### src/rtl/cache_mem_arbiter.sv
// Shares one physical-memory port between the I-cache fill path and the D-cache fill/writeback path.
// One transaction at a time, round-robin on ties, address/data latched at grant.
module cache_mem_arbiter #(
    parameter int LINE_WIDTH = 256
) (
    input  logic                  clk,
    input  logic                  rst,
    input  logic                  i_read,
    input  logic [31:0]           i_address,
    output logic [LINE_WIDTH-1:0] i_rdata,
    output logic                  i_resp,
    input  logic                  d_read,
    input  logic                  d_write,
    input  logic [31:0]           d_address,
    input  logic [LINE_WIDTH-1:0] d_wdata,
    output logic [LINE_WIDTH-1:0] d_rdata,
    output logic                  d_resp,
    output logic                  pmem_read,
    output logic                  pmem_write,
    output logic [31:0]           pmem_address,
    output logic [LINE_WIDTH-1:0] pmem_wdata,
    input  logic [LINE_WIDTH-1:0] pmem_rdata,
    input  logic                  pmem_resp
);

    typedef enum logic [1:0] {
        IDLE       = 2'd0,
        SERVE_I    = 2'd1,
        SERVE_D_RD = 2'd2,
        SERVE_D_WR = 2'd3
    } state_t;

    localparam logic GRANT_I = 1'b0;
    localparam logic GRANT_D = 1'b1;

    state_t state;
    state_t state_next;
    logic   last_grant;
    logic   i_req;
    logic   d_req;

    assign i_req = i_read;
    assign d_req = d_read | d_write;

    // D wins a tie unless it was granted last; a simultaneous D read+write is a write.
    always_comb begin
        state_next = state;
        case (state)
            IDLE: begin
                if (d_req && (!i_req || last_grant == GRANT_I)) begin
                    state_next = d_write ? SERVE_D_WR : SERVE_D_RD;
                end else if (i_req) begin
                    state_next = SERVE_I;
                end
            end
            default: begin
                if (pmem_resp) begin
                    state_next = IDLE;
                end
            end
        endcase
    end

    always_ff @(posedge clk) begin
        if (rst) begin
            state        <= IDLE;
            last_grant   <= GRANT_I;
            pmem_address <= '0;
            pmem_wdata   <= '0;
        end else begin
            state <= state_next;
            if (state == IDLE) begin
                case (state_next)
                    SERVE_I: begin
                        pmem_address <= i_address;
                        last_grant   <= GRANT_I;
                    end
                    SERVE_D_RD: begin
                        pmem_address <= d_address;
                        last_grant   <= GRANT_D;
                    end
                    SERVE_D_WR: begin
                        pmem_address <= d_address;
                        pmem_wdata   <= d_wdata;
                        last_grant   <= GRANT_D;
                    end
                    default: ;
                endcase
            end
        end
    end

    // Strobes come from the state register so a dropped request cannot abort memory.
    assign pmem_read  = (state == SERVE_I) || (state == SERVE_D_RD);
    assign pmem_write = (state == SERVE_D_WR);

    assign i_resp  = (state == SERVE_I) && pmem_resp;
    assign d_resp  = ((state == SERVE_D_RD) || (state == SERVE_D_WR)) && pmem_resp;
    assign i_rdata = i_resp ? pmem_rdata : '0;
    assign d_rdata = d_resp ? pmem_rdata : '0;

endmodule

### config.mk
export PLATFORM = sky130hd
export DESIGN_NAME = cache_mem_arbiter
export DESIGN_NICKNAME = d
export VERILOG_FILES = /design/src/rtl/cache_mem_arbiter.sv
export SDC_FILE = /design/constraint.sdc
export NUM_CORES = 1
export LEC_CHECK = 0
export BUFFER_PORTS_ARGS = -buffer_cell sky130_fd_sc_hd__buf_2
export CAP_MARGIN = 5
export CORE_AREA = 5 5 535 537
export CTS_BUF_LIST = sky130_fd_sc_hd__clkbuf_8 sky130_fd_sc_hd__clkbuf_16
export CTS_CLUSTER_SIZE = 20
export DETAILED_ROUTE_END_ITERATION = 16
export DIE_AREA = 0 0 540 542
export PLACE_DENSITY = 0.3
export SYNTH_ARGS = -nofsm -noshare
export SYNTH_HDL_FRONTEND = slang
export SYNTH_SLANG_ARGS = --single-unit
### constraint.sdc
create_clock -name clk -period 4.4 [get_ports clk]
set_input_delay 0 -clock clk [delete_from_list [all_inputs] [get_ports clk]]
set_output_delay 0 -clock clk [all_outputs]
set_load 0.01 [all_outputs]
Word level (Yosys, flattened, before mapping)
Cells that the tools add are included.
- output and inout port bits: 804
- logic and storage cells: 33
- register bits: 291
- input port bits: 582
- muxes and demuxes: 9
- reductions and logical operators: 12
- bitwise gates (word level): 2
- equal/unequal tests: 6
- operators with widths (operator ; number):
    256-bit 2-to-1 mux ; 2
    32-bit one-hot mux with 2 select lines ; 1
    2-bit == test (second input constant) ; 4
    2-bit 2-to-1 mux ; 4
    2-bit by 1-bit == test with 1-bit output (second input constant) ; 2
    2-bit AND reduction ; 2
    1-bit logical AND ; 3
    1-bit logical OR ; 3
    2-bit logical NOT ; 1
    1-bit one-hot mux with 2 select lines ; 1
    2-bit nonzero test ; 1
    2-bit OR reduction ; 1
    1-bit logical NOT ; 1
    1-bit 2-to-1 mux ; 1
    1-bit NOT ; 1
    1-bit OR ; 1

Depth between registers and ports, before layout
Gate-level depths: netlist of the first run.
- depth in word-level cells: 9
- gate-level depth with buffers: 7
- gate-level depth less buffers: 6

Worst setup path after synthesis of the first run
Ideal clock, no wire load.
- path type: register to register
- start: register state[1]
- end: register pmem_address[6]
- path buffers: 1
- slack: 2580 ps
- library setup time: 74 ps
- data arrival time: 1746 ps
- stages on the path, launching flop included: 7
- period minus slack after synthesis: 1820 ps
- required time: 4326 ps
- cells stage by stage: dfxtp_1 > inv_1 > ha_1 > o32ai_2 > clkbuf_1 > o21ai_0 > a31oi_1
- cells in the longest elaborated chain, start to end: 7
- elaborated cells between the ends (all ways): 12
- classes of those cells: 3 x eq/ne; 5 x mux; 4 x reduce/logical
- RTL lines (item ; line ; source):
    start: declaration ; 36 ; state_t state;
    start signal: assignment ; 71 ; state <= state_next;
    2-bit 2-to-1 mux ; 52 ; end else if (i_req) begin
    2-bit 2-to-1 mux ; 50 ; if (d_req && (!i_req || last_grant == GRANT_I)) begin
    2-bit 2-to-1 mux ; 48 ; case (state)
    2-bit == test ; 73 ; case (state_next)
    2-bit OR reduction (no source line) ; n/a ;
    2-bit nonzero test (no source line) ; n/a ;
    2-bit AND reduction (no source line) ; n/a ;
    end signal: assignment ; 75 ; pmem_address <= i_address;
    end signal: assignment ; 79 ; pmem_address <= d_address;
    end signal: assignment ; 83 ; pmem_address <= d_address;
    end: declaration ; 20 ; output logic [31:0] pmem_address,
Several ways; a longest one is shown, not always the timed one.
A chain may end at the register's enable or synchronous reset.

Final worst setup path of the first run
- start: register state[1]
- end: register pmem_address[30]
The elaborated chain is that of the path after synthesis.

==> results of run 1 <==
## final cells by class
| class | instances | share of cell area (%) |
|---|---|---|
| Timing Repair Buffer | 1787 | 36.1 |
| Multi-Input combinational cell | 1434 | 24.6 |
| Sequential cell | 291 | 19.1 |
| Tap cell | 3743 | 15.4 |
| Clock buffer | 54 | 4.10 |
| Clock inverter | 22 | 0.349 |
| Antenna cell | 42 | 0.345 |
| Inverter | 3 | 0.0369 |
## state kept, by name, summed over array words and instances, names as in the netlist
name	count
state	2
pmem_wdata	256
pmem_address	32
last_grant	1
## how the worst max path moves through the flow
stage                            end  slack [ps]
floorplan            pmem_address[6]        2580
global placement    pmem_address[23]        1720
detailed placement  pmem_address[29]        1640
CTS                     d_rdata[192]        1100
global route        pmem_address[30]         780
finish              pmem_address[30]        1090
## cell families after synthesis
logic type      share of synthesized area (%)
compound gates                           13.3
flops                                    40.9
mux                                    0.0703
buf+inv                                  6.73
simple gates                             38.6
fa+ha+maj                               0.352
## Yosys cell counts
| cell type | number |
|---|---|
| a21boi_2 | 1 |
| a21oi_1 | 259 |
| a31oi_1 | 31 |
| a32o_1 | 1 |
| and2_1 | 257 |
| and3_1 | 256 |
| and4bb_2 | 1 |
| buf_2 | 28 |
| buf_4 | 5 |
| buf_6 | 23 |
| clkbuf_1 | 132 |
| clkbuf_2 | 3 |
| dfxtp_1 | 291 |
| ha_1 | 4 |
| inv_1 | 3 |
| mux2i_1 | 1 |
| nand2_1 | 513 |
| nand2b_1 | 1 |
| nor2_1 | 4 |
| nor3_4 | 1 |
| nor3b_1 | 1 |
| nor3b_4 | 1 |
| o211a_1 | 1 |
| o211ai_4 | 1 |
| o21a_1 | 1 |
| o21ai_0 | 60 |
| o21ai_1 | 5 |
| o22ai_1 | 1 |
| o32ai_2 | 1 |
| or3_1 | 1 |
| or3b_1 | 28 |
| or3b_2 | 3 |
## worst max-delay path: stages (launching register included)
cell and delay (ps):
dfxtp_1 440, inv_1 170, ha_1 370, o32ai_4 830, buf_4 460, o21ai_0 180
a31oi_1 200, dlygate4sd3_1 560
## per-stage QoR
stage                     power [mW]  hold WS [ps]  utilization (%)  setup WS, ps
after global routing            11.4          76.6             10.8           779
after floorplan                 4.70           136                -          2580
after detailed placement        7.01           247             9.01          1640
after global placement          7.02           243             9.01          1720
final                           10.7          98.7             10.8          1090
after CTS                       11.0          31.1             10.8          1100
## what timing repair did
action	in CTS	in global routing
hold buffers	370	0
endpoints found under the hold margin	291	0
setup buffers	0	0
resized for setup	0	0
## power by group through the flow
stage | clock (mW) | combinational, mW | sequential [mW]
finish | 3.47 | 4.14 | 3.13
global route | 3.73 | 4.51 | 3.17
CTS | 3.65 | 4.26 | 3.14
detailed placement | 0 | 3.82 | 3.19
global placement | 0 | 3.83 | 3.18
floorplan | 0 | 1.39 | 3.31
## metal layers
layer / GRT usage [%] / part of all wire [%] / up-vias
met5: 0.115 / 0.11 / -
met1: 15.1 / 36 / 10319
met4: 5.44 / 4.5 / 34
li1: - / - / 9694
met2: 22.5 / 43 / 1387
met3: 10.5 / 16 / 401
==> flow_summary.ini, run 1 <==
[outcome]
status = complete, no violations

[die]
die_w_um = 540
core_um2 = 281000
die_h_um = 542
rows = 195
start_util_pct = 5.06
ios = 1386
dieArea_um2 = 293000

[layout]
multi_input_area_um2 = 7490
instances_no_fill = 7376
ff_latch_area_um2 = 5830
final_cell_mix = buf_2 (1,383), nand2_1 (513), dlygate4sd3_1 (370)
area_growth_pct = 114
final.fill_count = 33176
final_common_cell = buf_2
fin_nets = 4146
final_area_um2 = 30500
drive_above_1_share_pct = 41.5

[pwr]
switching_share_pct = 40.9
power_density_nw_per_um2 = 352
clockPowerShare_pct = 32.3
p_leak_nw = 15.1
combPwrFrac_pct = 38.6
p_seq_share_pct = 29.1
p_switching_mw = 4.40
vdd_drop_max_mv = 0.219
internal_power_mw = 6.35

[job]
drv_cap = 0

[route]
routed_wl_um = 223000
via_count = 21835
drt_iter0_drc = 1307
wl_per_cell_um = 30.3
drcViolationCount = 0
postRouteAntennaNets = 0
via_per_inst = 2.96
first_pass_iters = 7

[place]
hpwl_um = 199000
portBuffers = 1385
placed_cell_area_um2 = 25300
routabilityCongestion = 0.924
dpl.cell_count = 6888

[synthesis]
ys_types = 32
syn-num-nets = 2505
yosysTopAreaCell = dfxtp_1
synth.ff_latch_count = 291
synth_top_cell_area_share_pct = 40.9
synth_seq_area_share_pct = 40.9
syn_area_per_cell_um2 = 7.42
synth_area_um2 = 14200
synth_warnings = 0
synth.top_cells.by_area = dfxtp_1 (41%), nand2_1 (14%), and2_1 (11%)
syn_inst = 1919

[worst_setup_path]
timing.rr.start = state[1]
critPathLaunchType = register
r2r_cells = 7
crit_required_ps = 4970
path_max_fanout = 38
r2r_end = pmem_address[30]
setup.worst_path.end_class = register
path_class = reg -> reg
r2r_slack_ps = 1090
worst_ep_arrival_time_ps = 3880
critPathLaunch = state[1]

[clock_tree]
cts.sinks = 291
clk_path_buf_depth = 3
insertion_delay_ps = 630
cts_tree = built
cts_buffers = 43
clk_pin_slew_ps = 60
ctsHtreeMaxLevel = 2
clockRootBuffer = clkbuf_16

[timing]
hold_viol = 0
finalCriticalPeriod_ps = 3310
period_share_pct = 75.1
finalMaxSlewViolations = 0
rsz0062_at_grt = no
slew_headroom_pct = 18.3
setup_viol = 0
max_freq_mhz = 302
finalSetupTns_ps = 0
clock-skew-final_ps = 33.2
tightest_slew_ps = 1230

[grt]
antenna_found_initial = 177
grt_pass1_wl_um = 270000
grt_usage_pct = 14.5
first_global_vias = 22048
grt.overflow.total = 0
grt_max_degree = 227

[hold_path]
min_path_cells = 3
whs_endpoint = state[0]
worstHoldStart = pmem_resp
min_path_type = in -> reg
(Power assumes the default switching activity.)
==> run 2: changes to the inputs <==
==> constraint.sdc (replaced) <==
create_clock -name clk -period 3.28 [get_ports clk]
set_input_delay 0 -clock clk [delete_from_list [all_inputs] [get_ports clk]]
set_output_delay 0 -clock clk [all_outputs]
set_load 0.01 [all_outputs]
==> run 2 against run 1 <==
Clock power grew 46%. Cell count grew 0.70%. Count of clock-buffer cells in the layout grew 1. Total power grew 39%. Design area grew 2.2%. Via count grew 1.1%.
==> flow_summary.ini, run 2 (synthesis results as in run 1) <==
[pwr]
p_leak_nw = 15.4
vdd_drop_max_mv = 0.307
power_density_nw_per_um2 = 480
finalPower_mw = 15.0

[clock_tree]
cts_resized = 0
ctsHtreeMaxLevel = 2
cts_tree = built
clockRootBuffer = clkbuf_16
cts.sinks = 291
clk_pin_slew_ps = 60
clk_path_buf_depth = 3
insertion_delay_ps = 650
cts_buffers = 44

[die]
dieArea_um2 = 293000
die_h_um = 542
die_w_um = 540
start_util_pct = 5.06
rows = 195
core_um2 = 281000
ios = 1386

[grt]
grt.overflow.total = 0
use_met2_pct = 23.0
grt_util_met3_pct = 11.9
antenna_found_initial = 168
first_global_vias = 22356
top_usage_layer = met2
grt_pass1_wl_um = 273000
met1_usage_pct = 14.5
grt_max_degree = 205
grt_usage_pct = 14.6

[route]
postRouteAntennaNets = 0
via_per_inst = 2.97
via_count = 22082
routed_wl_um = 225000
first_pass_iters = 4
wl_per_cell_um = 30.3
drt_iter0_drc = 1418
drcViolationCount = 0

[worst_setup_path]
path_max_fanout = 85
setup.worst_path.end_class = primary output
crit_required_ps = 3280
critPathLaunchType = register
path_class = reg -> out
worst_ep_arrival_time_ps = 3060

[layout]
largest_reg_flops = 256
area_growth_pct = 119
regMostFlops = pmem_wdata
instances_no_fill = 7428
final.fill_count = 33108
final_cell_mix = buf_2 (1,383), nand2_1 (513), dlygate4sd3_1 (414)
fin_nets = 4201
multi_input_area_um2 = 7490
ff_latch_area_um2 = 5830
final_common_cell = buf_2
drive_above_1_share_pct = 41.4
reg_top3 = pmem_wdata: 256 flops, pmem_address: 32 flops, state: 2 flops

[place]
pre_cts_slack_ps = 767
portBuffers = 1385
routabilityCongestion = 0.921
hpwl_um = 200000
dpl.cell_count = 6898

[timing]
tightest_slew_ps = 1130
timing.final.ws_setup_ps = 216
finalCriticalPeriod_ps = 3060
rsz0062_at_grt = no
hold_viol = 0
finalMaxSlewViolations = 0
max_freq_mhz = 326
period_share_pct = 93.4
fin_hold_ws_ps = 101
finalSetupTns_ps = 0
slew_headroom_pct = 24.4
setup_viol = 0
clock-skew-final_ps = 37.9

[job]
drv_cap = 0

[hold_path]
min_path_type = in -> reg

[outcome]
status = complete, no violations
-- run 2: changes by cell type in the layout (fill, tap and decap cells not counted), moves of 2 or more --
cell / before / now
diode_2: 42 / 40
buf_4: 22 / 29
buf_12: 10 / 13
bufinv_16: 0 / 4
inv_1: 16 / 10
dlygate4sd3_1: 370 / 414
-- run 2: worst paths after layout --
path	slack, ps	cells after the start	to	from
max reg2reg	280	7	pmem_address[21]	state[1]
min reg2reg	450	2	pmem_wdata[222]	pmem_wdata[222]
min	100	4	state[1]	pmem_resp
max	220	5	d_rdata[249]	state[1]
-- run 2: area by class of cell --
| type | count | share of cell area (%) |
|---|---|---|
| antenna | 40 | 0.321 |
| clock buffer | 55 | 4.06 |
| clock inverter | 21 | 0.691 |
| inverter | 3 | 0.0361 |
| multi-input combinational | 1434 | 24.0 |
| sequential | 291 | 18.7 |
| tap | 3743 | 15.0 |
| timing repair buffer | 1841 | 37.1 |
-- run 2: through the flow --
step	utilization [%]	cell area [um2]
6_report	11.1	31200
5_1_grt	11.1	31100
4_1_cts	11.1	31100
3_5_place_dp	9.05	25400
3_3_place_gp	9.05	25400
2_1_floorplan	-	14200
-- run 2: repair_timing --
| action | in CTS | in global routing |
|---|---|---|
| endpoints found under the hold margin | 291 | 0 |
| setup buffers | 0 | 0 |
| hold buffers | 414 | 0 |
| setup endpoints to repair | 0 | 3 |
-- run 2: layer usage --
| metal | share of wire (%) | vias to the layer above |
|---|---|---|
| met5 | 0.096 | - |
| met4 | 4.3 | 30 |
| met3 | 18 | 346 |
| met2 | 43 | 1363 |
| met1 | 35 | 10543 |
| li1 | - | 9800 |
-- run 2: worst max-delay path, stage by stage, from the launching register on --
cell     delay, ps
dfxtp_1        450
ha_1           250
o21a_4         750
buf_12         340
and2_1         260
buf_2          220
-- run 2: power by group --
| part | internal (mW) | switching, mW | total [mW] |
|---|---|---|---|
| Combinational | 1.98 | 3.71 | 5.70 |
| Sequential | 3.97 | 0.238 | 4.21 |
| Clock | 3.02 | 2.05 | 5.07 |
| Total | 8.96 | 6.01 | 15.0 |
